--- src/rtl/spi_ctrl_pkg.sv ---
// Shared types and constants for the SPI register controller.
//   state_e        : frame sequencer states
//   CMD_WRITE_BIT  : command byte bit selecting write (1) or read (0)
//   *_PATTERN_DEF  : default transmit fill patterns
//   addr_inc()     : register address increment with wrap at num_regs-1
package spi_ctrl_pkg;

  typedef enum logic [2:0] {
    IDLE,
    WRITE,
    READ_FETCH,
    READ,
    DISCARD
  } state_e;

  localparam int         CMD_WRITE_BIT    = 7;
  localparam logic [7:0] IDLE_PATTERN_DEF = 8'hA5;
  localparam logic [7:0] ERR_PATTERN_DEF  = 8'hFF;

  function automatic logic [6:0] addr_inc(input logic [6:0] a, input int num_regs);
    return ({1'b0, a} == 8'(num_regs - 1)) ? 7'd0 : a + 7'd1;
  endfunction

endpackage

--- src/rtl/spi_register_controller.sv ---
// Frame-level command sequencer between an SPI slave byte interface and a
// register bank. The first byte of a frame is a command (bit7 write, [6:0]
// start address); following bytes are write data or read dummies, with the
// address auto-incrementing and wrapping at NUM_REGS-1.
// Ports:
//   clk_in, reset_in        : clock, synchronous active-high reset
//   rx_byte/rx_ready        : received byte and its valid flag (level)
//   rx_ready_ack            : one-cycle acknowledge for each consumed byte
//   tx_byte                 : next MISO byte (idle / read data / error fill)
//   frame_end               : one-cycle pulse when nSS has risen and settled
//   reg_addr/reg_wdata      : register address and write data
//   reg_we/reg_re           : one-cycle write / read strobes
//   reg_rdata               : read data, valid one cycle after reg_re
//   frame_active            : high from command consumed until frame_end
//   err_count               : saturating count of invalid commands
module spi_register_controller
  import spi_ctrl_pkg::*;
#(
  parameter int         NUM_REGS     = 128,
  parameter logic [7:0] IDLE_PATTERN = IDLE_PATTERN_DEF,
  parameter logic [7:0] ERR_PATTERN  = ERR_PATTERN_DEF
) (
  input  logic       clk_in,
  input  logic       reset_in,
  input  logic [7:0] rx_byte,
  input  logic       rx_ready,
  output logic       rx_ready_ack,
  output logic [7:0] tx_byte,
  input  logic       frame_end,
  output logic [6:0] reg_addr,
  output logic [7:0] reg_wdata,
  output logic       reg_we,
  output logic       reg_re,
  input  logic [7:0] reg_rdata,
  output logic       frame_active,
  output logic [7:0] err_count
);

  state_e state_q, state_d;
  logic   re_d;  // reg_rdata is valid while this is high

  // rx_ready is a level that stays up until acked; masking with the ack
  // register makes each byte count exactly once.
  logic consume;
  logic cmd_valid;
  logic cmd_wr;
  assign consume   = rx_ready & ~rx_ready_ack;
  assign cmd_valid = {1'b0, rx_byte[6:0]} < 8'(NUM_REGS);
  assign cmd_wr    = rx_byte[CMD_WRITE_BIT];

  // State register
  always_ff @(posedge clk_in) begin
    if (reset_in) state_q <= IDLE;
    else          state_q <= state_d;
  end

  // Next-state logic; frame_end overrides everything, including a byte
  // consumed in the same cycle.
  always_comb begin
    state_d = state_q;
    if (frame_end) begin
      state_d = IDLE;
    end else begin
      case (state_q)
        IDLE: if (consume) begin
          if (!cmd_valid)  state_d = DISCARD;
          else if (cmd_wr) state_d = WRITE;
          else             state_d = READ_FETCH;
        end
        READ_FETCH: if (re_d)    state_d = READ;
        READ:       if (consume) state_d = READ_FETCH;
        default:    state_d = state_q;
      endcase
    end
  end

  // Output decode: which datapath actions fire this cycle
  logic do_cmd, do_err, do_open, do_we, do_rd_next, do_re, do_cap;
  always_comb begin
    do_cmd     = (state_q == IDLE) && consume && !frame_end;
    do_err     = do_cmd && !cmd_valid;
    do_open    = do_cmd && cmd_valid;
    do_we      = (state_q == WRITE) && consume && !frame_end;
    do_rd_next = (state_q == READ) && consume && !frame_end;
    do_re      = (do_open && !cmd_wr) || do_rd_next;
    do_cap     = (state_q == READ_FETCH) && re_d && !frame_end;
  end

  // Registered datapath. Strobes already issued are not cancelled by
  // frame_end; the write-side increment rides on the reg_we cycle itself.
  always_ff @(posedge clk_in) begin
    if (reset_in) begin
      rx_ready_ack <= 1'b0;
      reg_we       <= 1'b0;
      reg_re       <= 1'b0;
      re_d         <= 1'b0;
      reg_addr     <= '0;
      reg_wdata    <= '0;
      frame_active <= 1'b0;
      tx_byte      <= IDLE_PATTERN;
      err_count    <= '0;
    end else begin
      rx_ready_ack <= consume;
      reg_we       <= do_we;
      reg_re       <= do_re;
      re_d         <= reg_re;

      if (do_we) reg_wdata <= rx_byte;

      if (do_open)
        reg_addr <= rx_byte[6:0];
      else if (reg_we || do_rd_next)
        reg_addr <= addr_inc(reg_addr, NUM_REGS);

      if (frame_end) begin
        frame_active <= 1'b0;
        tx_byte      <= IDLE_PATTERN;
      end else begin
        if (do_cmd) frame_active <= 1'b1;
        if (do_err)      tx_byte <= ERR_PATTERN;
        else if (do_cap) tx_byte <= reg_rdata;
      end

      if (do_err && err_count != 8'hFF) err_count <= err_count + 8'd1;
    end
  end

endmodule
--- config.mk ---
export PLATFORM = sky130hd
export DESIGN_NAME = spi_register_controller
export DESIGN_NICKNAME = d
export VERILOG_FILES = /design/src/rtl/spi_ctrl_pkg.sv /design/src/rtl/spi_register_controller.sv
export SDC_FILE = /design/constraint.sdc
export NUM_CORES = 1
export LEC_CHECK = 0
export CORE_UTILIZATION = 47
export DETAILED_ROUTE_END_ITERATION = 6
export PLACE_DENSITY = 0.86
export SLEW_MARGIN = 15
export SYNTH_ARGS = -nofsm -noshare
export SYNTH_HDL_FRONTEND = slang
export SYNTH_SLANG_ARGS = --single-unit
--- constraint.sdc ---
create_clock -name clk_in -period 3.65 [get_ports clk_in]
set_input_delay 0.73 -clock clk_in [delete_from_list [all_inputs] [get_ports clk_in]]
set_output_delay 0.73 -clock clk_in [all_outputs]
set_load 0.01 [all_outputs]
### Word-level counts from Yosys, hierarchy flattened

Index checks and enable logic that the tools add are counted.
Widths: inputs -> output; s select.

* add/sub/neg operators: 1
* equal/unequal tests: 7
* multiplexer cells: 8
* bitwise operators: 2
* reductions and logical operators: 18

Operator list (count)
* $mux 7: 3
* $logic_and 1x1->1: 9
* $mux 3: 3
* $pmux 3 s3: 1
* $add 7x1->7 const B: 1
* $eq 7x7->1 const B: 1
* $eq 3x2->1 const B: 2
* $ne 2x2->1 const B: 3
* $reduce_and 4->1: 1
* $eq 3x1->1 const B: 1
* $logic_not 3->1: 1
* $reduce_bool 3->1: 1
* $logic_not 1->1: 2
* $logic_or 1x1->1: 2
* $mux 2: 1
* $reduce_bool 2->1: 1
* $reduce_or 2->1: 1
* $and 1x1->1: 1
* $not 1->1: 1

* bits in registers: 31
* bits of input ports: 20
* output and inout port bits: 35
* logic and storage cells: 45

### Logic depth before layout (Yosys ltp)

Gate-level depths: netlist of run 1.

* word-level depth: 7
* gate-level depth with buffers: 6

### Least setup slack after synthesis of run 1

No wires, ideal clock.

* path type: input port to flip-flop
* start point: in frame_end
* end point: reg reg_addr[3]
* arrival: 1.850 ns
* data required time: 3.528 ns
* slack: 1.678 ns
* cell stages on the path: 4
* path through: or4b_4 > a21oi_4 > o41ai_1 > a311o_1

* word-level cells in the longest chain between the ends: 4
* elaborated cells between the ends (all ways): 6

Ends and longest elaborated chain
* from (decl): line spi_register_controller.sv:29 `input logic frame_end,`
* $logic_not 1->1 (*): line spi_register_controller.sv:80, spi_register_controller.sv:84
* $logic_and 1x1->1: line spi_register_controller.sv:84 `do_rd_next = (state_q == READ) && consume && !frame_end;`
* $logic_or 1x1->1: line spi_register_controller.sv:112 `else if (reg_we || do_rd_next)`
* $reduce_bool 2->1 (no line)
* to (signal assigned): line spi_register_controller.sv:111 `reg_addr <= rx_byte[6:0];`
* to (signal assigned): line spi_register_controller.sv:113 `reg_addr <= addr_inc(reg_addr, NUM_REGS);`
* to (decl): line spi_register_controller.sv:30 `output logic [6:0] reg_addr,`

Every way passes the cells marked *; elsewhere a longest branch is shown, timed or not.
A chain may end at the register's enable or synchronous reset.

### Final worst setup path of run 1

* start point: in rx_ready
* end point: reg reg_addr[2]

* word-level cells in the longest chain between the ends: 5
* elaborated cells between the ends (all ways): 8

Ends and longest elaborated chain
* from (decl): line spi_register_controller.sv:26 `input logic rx_ready,`
* $and 1x1->1 (*): line spi_register_controller.sv:47 `assign consume = rx_ready & ~rx_ready_ack;`
* $logic_and 1x1->1 (2 in series): line spi_register_controller.sv:84
* $logic_or 1x1->1: line spi_register_controller.sv:112
* $reduce_bool 2->1 (no line)

Marked as above.

==> summary.txt, run 1 <==
Timing
  – Final Hold Vio Count: 0
  – Final worst-path setup slack: 1.29 ns
  – Period utilization: 64.6%
  – Slew Viols, Final: 0
  – Clock period minus worst slack: between 2 and 2.5 ns
  – Slew HR: 43.5%
  – Slew @ Worst Pin: 0.846 ns
  – # setup viols final: 0
  – Max Clock Freq: roughly 0.42 GHz
  – RSZ-0062 raised after global routing: false
  – Final setup TNS: 0 ns
  – Skew final: around 0.0048 ns

Floorplan
  – I/O pin count: 55
  – Initial Utilization: around 52%
  – Cell Rows: 19
  – Die height: about 58 um
  – Core box area: around 2900 sq um
  – Die area: roughly 3400 sq um
  – Die W: ~58 um

Clocking
  – Postcts setup bufs: 0
  – CTS root buf: clkbuf_4
  – Clock latency at the later pin of the worst-skew pair: 0.34 ns
  – Clk buf depth: 2
  – Clk slew on worst S/H paths: 0.10 ns
  – Clock H-tree levels: 2
  – Post-CTS Hold Buffers: 0
  – Clk sink count: 30
  – Post-CTS Resized: 0
  – Total CTS buffers: 5
  – TritonCTS clock tree: yes

Logic synthesis
  – Synth top area share: about two fifths
  – Post-Syn Area: 1470 sq um
  – Synth top area cells: dfxtp_1, nand2_1, a21oi_1
  – Async set-or-reset flop fraction in the synthesized netlist: 0%
  – Post-synthesis cell count: 179
  – Unique masters post-synth: 46
  – EDFF count, synth: 0
  – Yosys warns: 0
  – Sequential area share after synthesis: between 40% and 50%
  – Yosys reg bits: 30
  – Ys flop type: dfxtp_1
  – Syn Area/Cell: 8.23 sq um
  – Post-synth top area cell: dfxtp_1

Cells and area
  – Commonest cells after routing, fill and taps aside: clkdlybuf4s50_1, dfxtp_1, nand2_1, a21oi_1, nor2_1
  – Most common cell after layout, fill and taps aside: clkdlybuf4s50_1
  – Area Growth Syn to Fin: 32.8%
  – Nets: approximately 240
  – Share of layout cells above drive strength 1: under 10%
  – Diodes inserted: 0
  – Final instance area: between 1500 and 2000 sq um

Drt
  – Antenna-violating nets left: 0
  – WL final: 3.81 mm
  – Via density: about 5.6
  – Drt wl/cell: 15.0 um
  – Via count: about 1400
  – DRC viols: 3
  – Router iterations before antenna repair: 6
  – Iter 0 DRT Violations: 66

Pwr
  – Pwr Density: about 330 nW/um^2
  – Sw Pwr: ~170 uW
  – Clk network pwr share: roughly a third
  – Switching Share: a little over a quarter
  – Cell Int Power: about 470 uW
  – Leakage: 0.695 nW
  – Reg power frac: 53.9%
  – Peak VDD IR: 216 uV
  – Combinational share of power: between 10% and 20%
  – Final Power: roughly 640 uW

Critical path
  – CP Class: in -> reg
  – Endpoint class of the critical path: flop
  – Crit path max fanout: 8
  – CP Launch Type: primary input
  – Crit path required time: approximately 3.9 ns
  – Worst reg2reg path depth: 4
  – CP Data Arrival Time: 2.60 ns

Placed design
  – Detailed Place HPWL: roughly 2.7 mm
  – Port bufs: 46
  – Dpl ws: around 0.97 ns
  – Post-DP Area: 1900 sq um
  – RD Place Congestion: 0.912

Outcome
  – Status: finished, violations left
  – Failing checks: DRC

Flow run
  – Max_cap viols: 0

GRT
  – Congestion Overflow GR: 0
  – GRT Util Overall: 24.1%
  – Largest net degree at the start of global routing: 24
  – Met3 usage: 7.81%
  – GRT busiest layer: met2
  – Grt met1 use: a little under a third
  – M2 GR Usage: 37.1%
  – First-pass GRT wire length: approximately 6.0 mm
  – Initial antenna violation count: 0
  – Vias in the first global route: ~1300

Min path
  – Hold path depth: 2
  – Worst hold path type: reg -> reg
state kept, by name, summed over array words and instances (netlist names):
name and count:
frame_active 1, re_d 1, rx_ready_ack 1, state_q 2, reg_wdata 8, reg_re 1, reg_addr 7, reg_we 1
tx_byte 8
metal layers:
metal / part of all wire, % / wire length (um) / vias up
li1: - / - / 708
met1: 45 / 1700 / 668
met2: 48 / 1840 / 41
met3: 4.9 / 187 / 8
met4: 2.1 / 80 / 0
met5: 0 / 0 / -
worst max-delay path: stages:
cell and delay, ns:
clkdlybuf4s50_1 0.55, nor3b_2 0.40, a21oi_2 0.18, or4b_1 0.54, a21oi_1 0.19
through the flow:
step / hold slack [ns] / utilization, % / std cells
after floorplan: 0.481 / - / 186
after global placement: 0.442 / 66.5 / 246
after detailed placement: 0.451 / 66.5 / 246
after CTS: 0.465 / 68.6 / 254
after global routing: 0.489 / 68.6 / 254
final: 0.468 / 68.6 / 254
final timing paths:
kind,to,slack [ns],from
hold reg to reg,tx_byte[4],0.47,tx_byte[4]
setup reg to reg,reg_wdata[6],1.68,state_q[0]
setup / recovery,reg_addr[2],1.29,rx_ready
hold / removal,tx_byte[4],0.47,tx_byte[4]
cell families (layout without fill, tap and decap cells):
logic type	count (synthesis)	after routing	synth area share, %
AOI/OAI and AO/OA	45	45	19.9
xor gates and xnor gates	2	2	1.19
adders and majority gates	1	1	0.849
buffers and inverters	21	58	7.98
DFF	30	30	40.7
other	1	8	0.254
and+or+nand+nor	79	79	29.1
power groups by stage:
stage	logic, mW	clock network (mW)	registers (mW)
after detailed placement	0.0828	0	0.353
after global placement	0.0816	0	0.352
final	0.0839	0.212	0.345
after global routing	0.0915	0.229	0.347
after CTS	0.0835	0.215	0.345
after floorplan	0.0477	0	0.351
final cells by class:
class / instances / area (sq um)
clock buffers: 7 / 55.1
well taps: 31 / 38.8
inverters: 4 / 15.0
flip-flops and latches: 30 / 601
repair buffers: 46 / 460
fillers: 240 / 896
multi-input cells: 135 / 782
clock inverters: 1 / 5.00
cells in the mapped netlist (all sizes together) (2+ instances only):
cell / number
dfxtp: 30
nand2: 29
a21oi: 18
nor2: 12
buf: 11
o21ai: 11
nand3: 7
clkbuf: 6
a31oi: 5
nand3b: 5
nor3: 5
inv: 4
nand2b: 4
or4b: 3
nor2b: 2
nor3b: 2
nor4: 2
or4: 2
Note: power is estimated with default switching activity, not from simulation.
==> inputs of run 2 (changes only) <==
--- a/config.mk
+++ b/config.mk
@@ -5,9 +5,9 @@
 export SDC_FILE = /design/constraint.sdc
 export NUM_CORES = 1
 export LEC_CHECK = 0
-export CORE_UTILIZATION = 47
+export CORE_UTILIZATION = 39
 export DETAILED_ROUTE_END_ITERATION = 6
-export PLACE_DENSITY = 0.86
+export PLACE_DENSITY = 0.77
 export SLEW_MARGIN = 15
 export SYNTH_ARGS = -nofsm -noshare
 export SYNTH_HDL_FRONTEND = slang
==> constraint.sdc (replaced) <==
create_clock -name clk_in -period 2.15 [get_ports clk_in]
set_input_delay 0.43 -clock clk_in [delete_from_list [all_inputs] [get_ports clk_in]]
set_output_delay 0.43 -clock clk_in [all_outputs]
set_load 0.01 [all_outputs]
==> summary.txt, run 2 (synthesis results as in run 1) <==
Timing
  – Clock period minus worst slack: about 1.9 ns
  – RSZ-0062 raised after global routing: false
  – Final worst-path setup slack: 0.237 ns (-1.05 ns)
  – Slew HR: 66.3% (+23 points)
  – Max Clock Freq: ~0.52 GHz
  – Slew @ Worst Pin: 0.503 ns (-0.342 ns)
  – Slew Viols, Final: 0 (unchanged)
  – Skew final: 0.00663 ns (+0.00182 ns)
  – Final Hold Vio Count: 0 (unchanged)
  – Period utilization: about nine tenths
  – # setup viols final: 0 (unchanged)

Critical path
  – Crit path required time: 1.72 ns (-2.17 ns)
  – R2R setup slack: 0.38 ns (-1.30 ns)
  – Crit path to: reg_we
  – Worst reg2reg path depth: 5 (+1)
  – CP startpoint: reg_we
  – Delay-heaviest family, CP: buffers and inverters
  – CP Launch Type: flop
  – Critical R2R Launch: reg_addr[0]
  – CP Class: reg -> out
  – Endpoint class of the critical path: output pin
  – CP Data Arrival Time: 1.48 ns (-1.12 ns)
  – Reg2reg end: reg_addr[1]
  – Max stage delay on crit path: 0.62 ns (+0.07 ns)
  – Crit path max fanout: 11 (+3)
  – Buffers plus inverters on the worst setup path: 1 (unchanged)
  – Crit-path cells: clkdlybuf4s50_1
  – CP Depth: 1 (-4)
  – Slowest CP cell: clkdlybuf4s50_1

GRT
  – Largest net degree at the start of global routing: 17 (-29%)
  – GRT Util Overall: 19.3% (-4.8 points)
  – Congestion Overflow GR: 0 (unchanged)
  – Vias in the first global route: 1261 (-3.5%)
  – First-pass GRT wire length: 6.01 mm (-0.46%)
  – Initial antenna violation count: 0 (unchanged)

Clocking
  – Clk slew on worst S/H paths: 0.07 ns (-0.03 ns)
  – Post-CTS Resized: 0 (unchanged)
  – CTS root buf: clkbuf_8
  – TritonCTS clock tree: yes
  – Clock latency at the later pin of the worst-skew pair: 0.28 ns (-0.06 ns)
  – Clock H-tree levels: 2 (unchanged)
  – Clk sink count: 30 (unchanged)
  – Clk buf depth: 2 (unchanged)
  – Total CTS buffers: 5 (unchanged)
  – Post-CTS Hold Buffers: 0 (unchanged)
  – Postcts setup bufs: 0 (unchanged)

Pwr
  – Leakage: 0.769 nW (+11%)
  – Pwr Density: 614 nW/um^2 (+87%)
  – Peak VDD IR: 494 uV (+130%)
  – Final Power: 1.30 mW (+100%)

Cells and area
  – Filler cell count: 320 (+33%)
  – Diodes inserted: 0 (unchanged)
  – Area Growth Syn to Fin: 43.5%
  – Share of layout cells above drive strength 1: 12.3% (+4.7 points)
  – Area of the multi-input gates: 782 sq um (unchanged)
  – Largest registers: reg_wdata: 8 flops, tx_byte: 8 flops, reg_addr: 7 flops
  – Commonest cells after routing, fill and taps aside: clkdlybuf4s50_1, dfxtp_1, nand2_1, a21oi_1
  – Most common cell after layout, fill and taps aside: clkdlybuf4s50_1
  – Nets: 255 (+4.9%)
  – FF+latch area: 601 sq um (unchanged)

Drt
  – Antenna-violating nets left: 0 (unchanged)
  – Via count: 1460 (+2.5%)
  – Drt wl/cell: 13.0 um (-13%)
  – Via density: 5.20 (-7.4%)
  – DRC viols: 0 (-3)
  – WL final: 3.66 mm (-3.9%)
  – Router iterations before antenna repair: 4 (-2)
  – Iter 0 DRT Violations: 71 (+7.6%)

Min path
  – Hold path depth: 2 (unchanged)
  – Worst hold path type: reg -> reg

Floorplan
  – I/O pin count: 55 (unchanged)
  – Core box area: 3470 sq um (+22%)
  – Die area: 4030 sq um (+20%)
  – Die W: 63.5 um (+9.4%)
  – Die height: 63.5 um (+9.4%)
  – Initial Utilization: 42.5% (-9.2 points)
  – Cell Rows: 21 (+2)

Placed design
  – Dpl ws: -0.0163 ns (-0.987 ns)
  – Detailed Place HPWL: 2.67 mm (-0.49%)
  – Port bufs: 46 (unchanged)
  – RD Place Congestion: 0.837 (-8.1%)

Flow run
  – Max_cap viols: 0 (unchanged)

Outcome
  – Status: complete, no violations
## run 2: power by group
group          internal (mW)  leakage, nW  total, mW  switching [mW]
Clock                  0.345       0.0514      0.560           0.214
Combinational         0.0856        0.474      0.157          0.0713
Sequential             0.568        0.243      0.582          0.0141
Total                  0.999        0.769       1.30           0.300
## run 2: cell type report
| type | count | share of cell area, % |
|---|---|---|
| inverters | 4 | 0.710 |
| clock buffers | 6 | 3.43 |
| clock inverters | 2 | 1.77 |
| flip-flops and latches | 30 | 28.4 |
| multi-input cells | 135 | 37.0 |
| well taps | 46 | 2.72 |
| repair buffers | 58 | 26.0 |
## run 2: stage by stage
stage | util (%) | hold slack [ns] | setup TNS, ns | instance area [sq um] | cells
3_3_place_gp | 57.8 | 0.444 | 0 | 2010 | 273
3_5_place_dp | 57.8 | 0.450 | -0.0163 | 2010 | 273
4_1_cts | 61.0 | 0.460 | 0 | 2120 | 281
2_1_floorplan | - | 0.481 | 0 | 1500 | 186
5_1_grt | 61.0 | 0.475 | 0 | 2120 | 281
6_report | 61.0 | 0.459 | 0 | 2120 | 281
## run 2: metal layers
layer / GRT usage (%) / up-vias / wire, um
li1: - / 731 / -
met1: 26.3 / 670 / 1640
met2: 28.5 / 55 / 1730
met3: 3.99 / 4 / 241
met4: 10.2 / 0 / 50
met5: 0 / - / 0
## run 2: how the worst min path moves through the flow
| stage | from | to |
|---|---|---|
| 6_report | tx_byte[6] | tx_byte[6] |
| 5_1_grt | tx_byte[1] | tx_byte[1] |
| 4_1_cts | tx_byte[6] | tx_byte[6] |
| 3_5_place_dp | tx_byte[6] | tx_byte[6] |
| 3_3_place_gp | tx_byte[6] | tx_byte[6] |
| 2_1_floorplan | tx_byte[1] | tx_byte[1] |
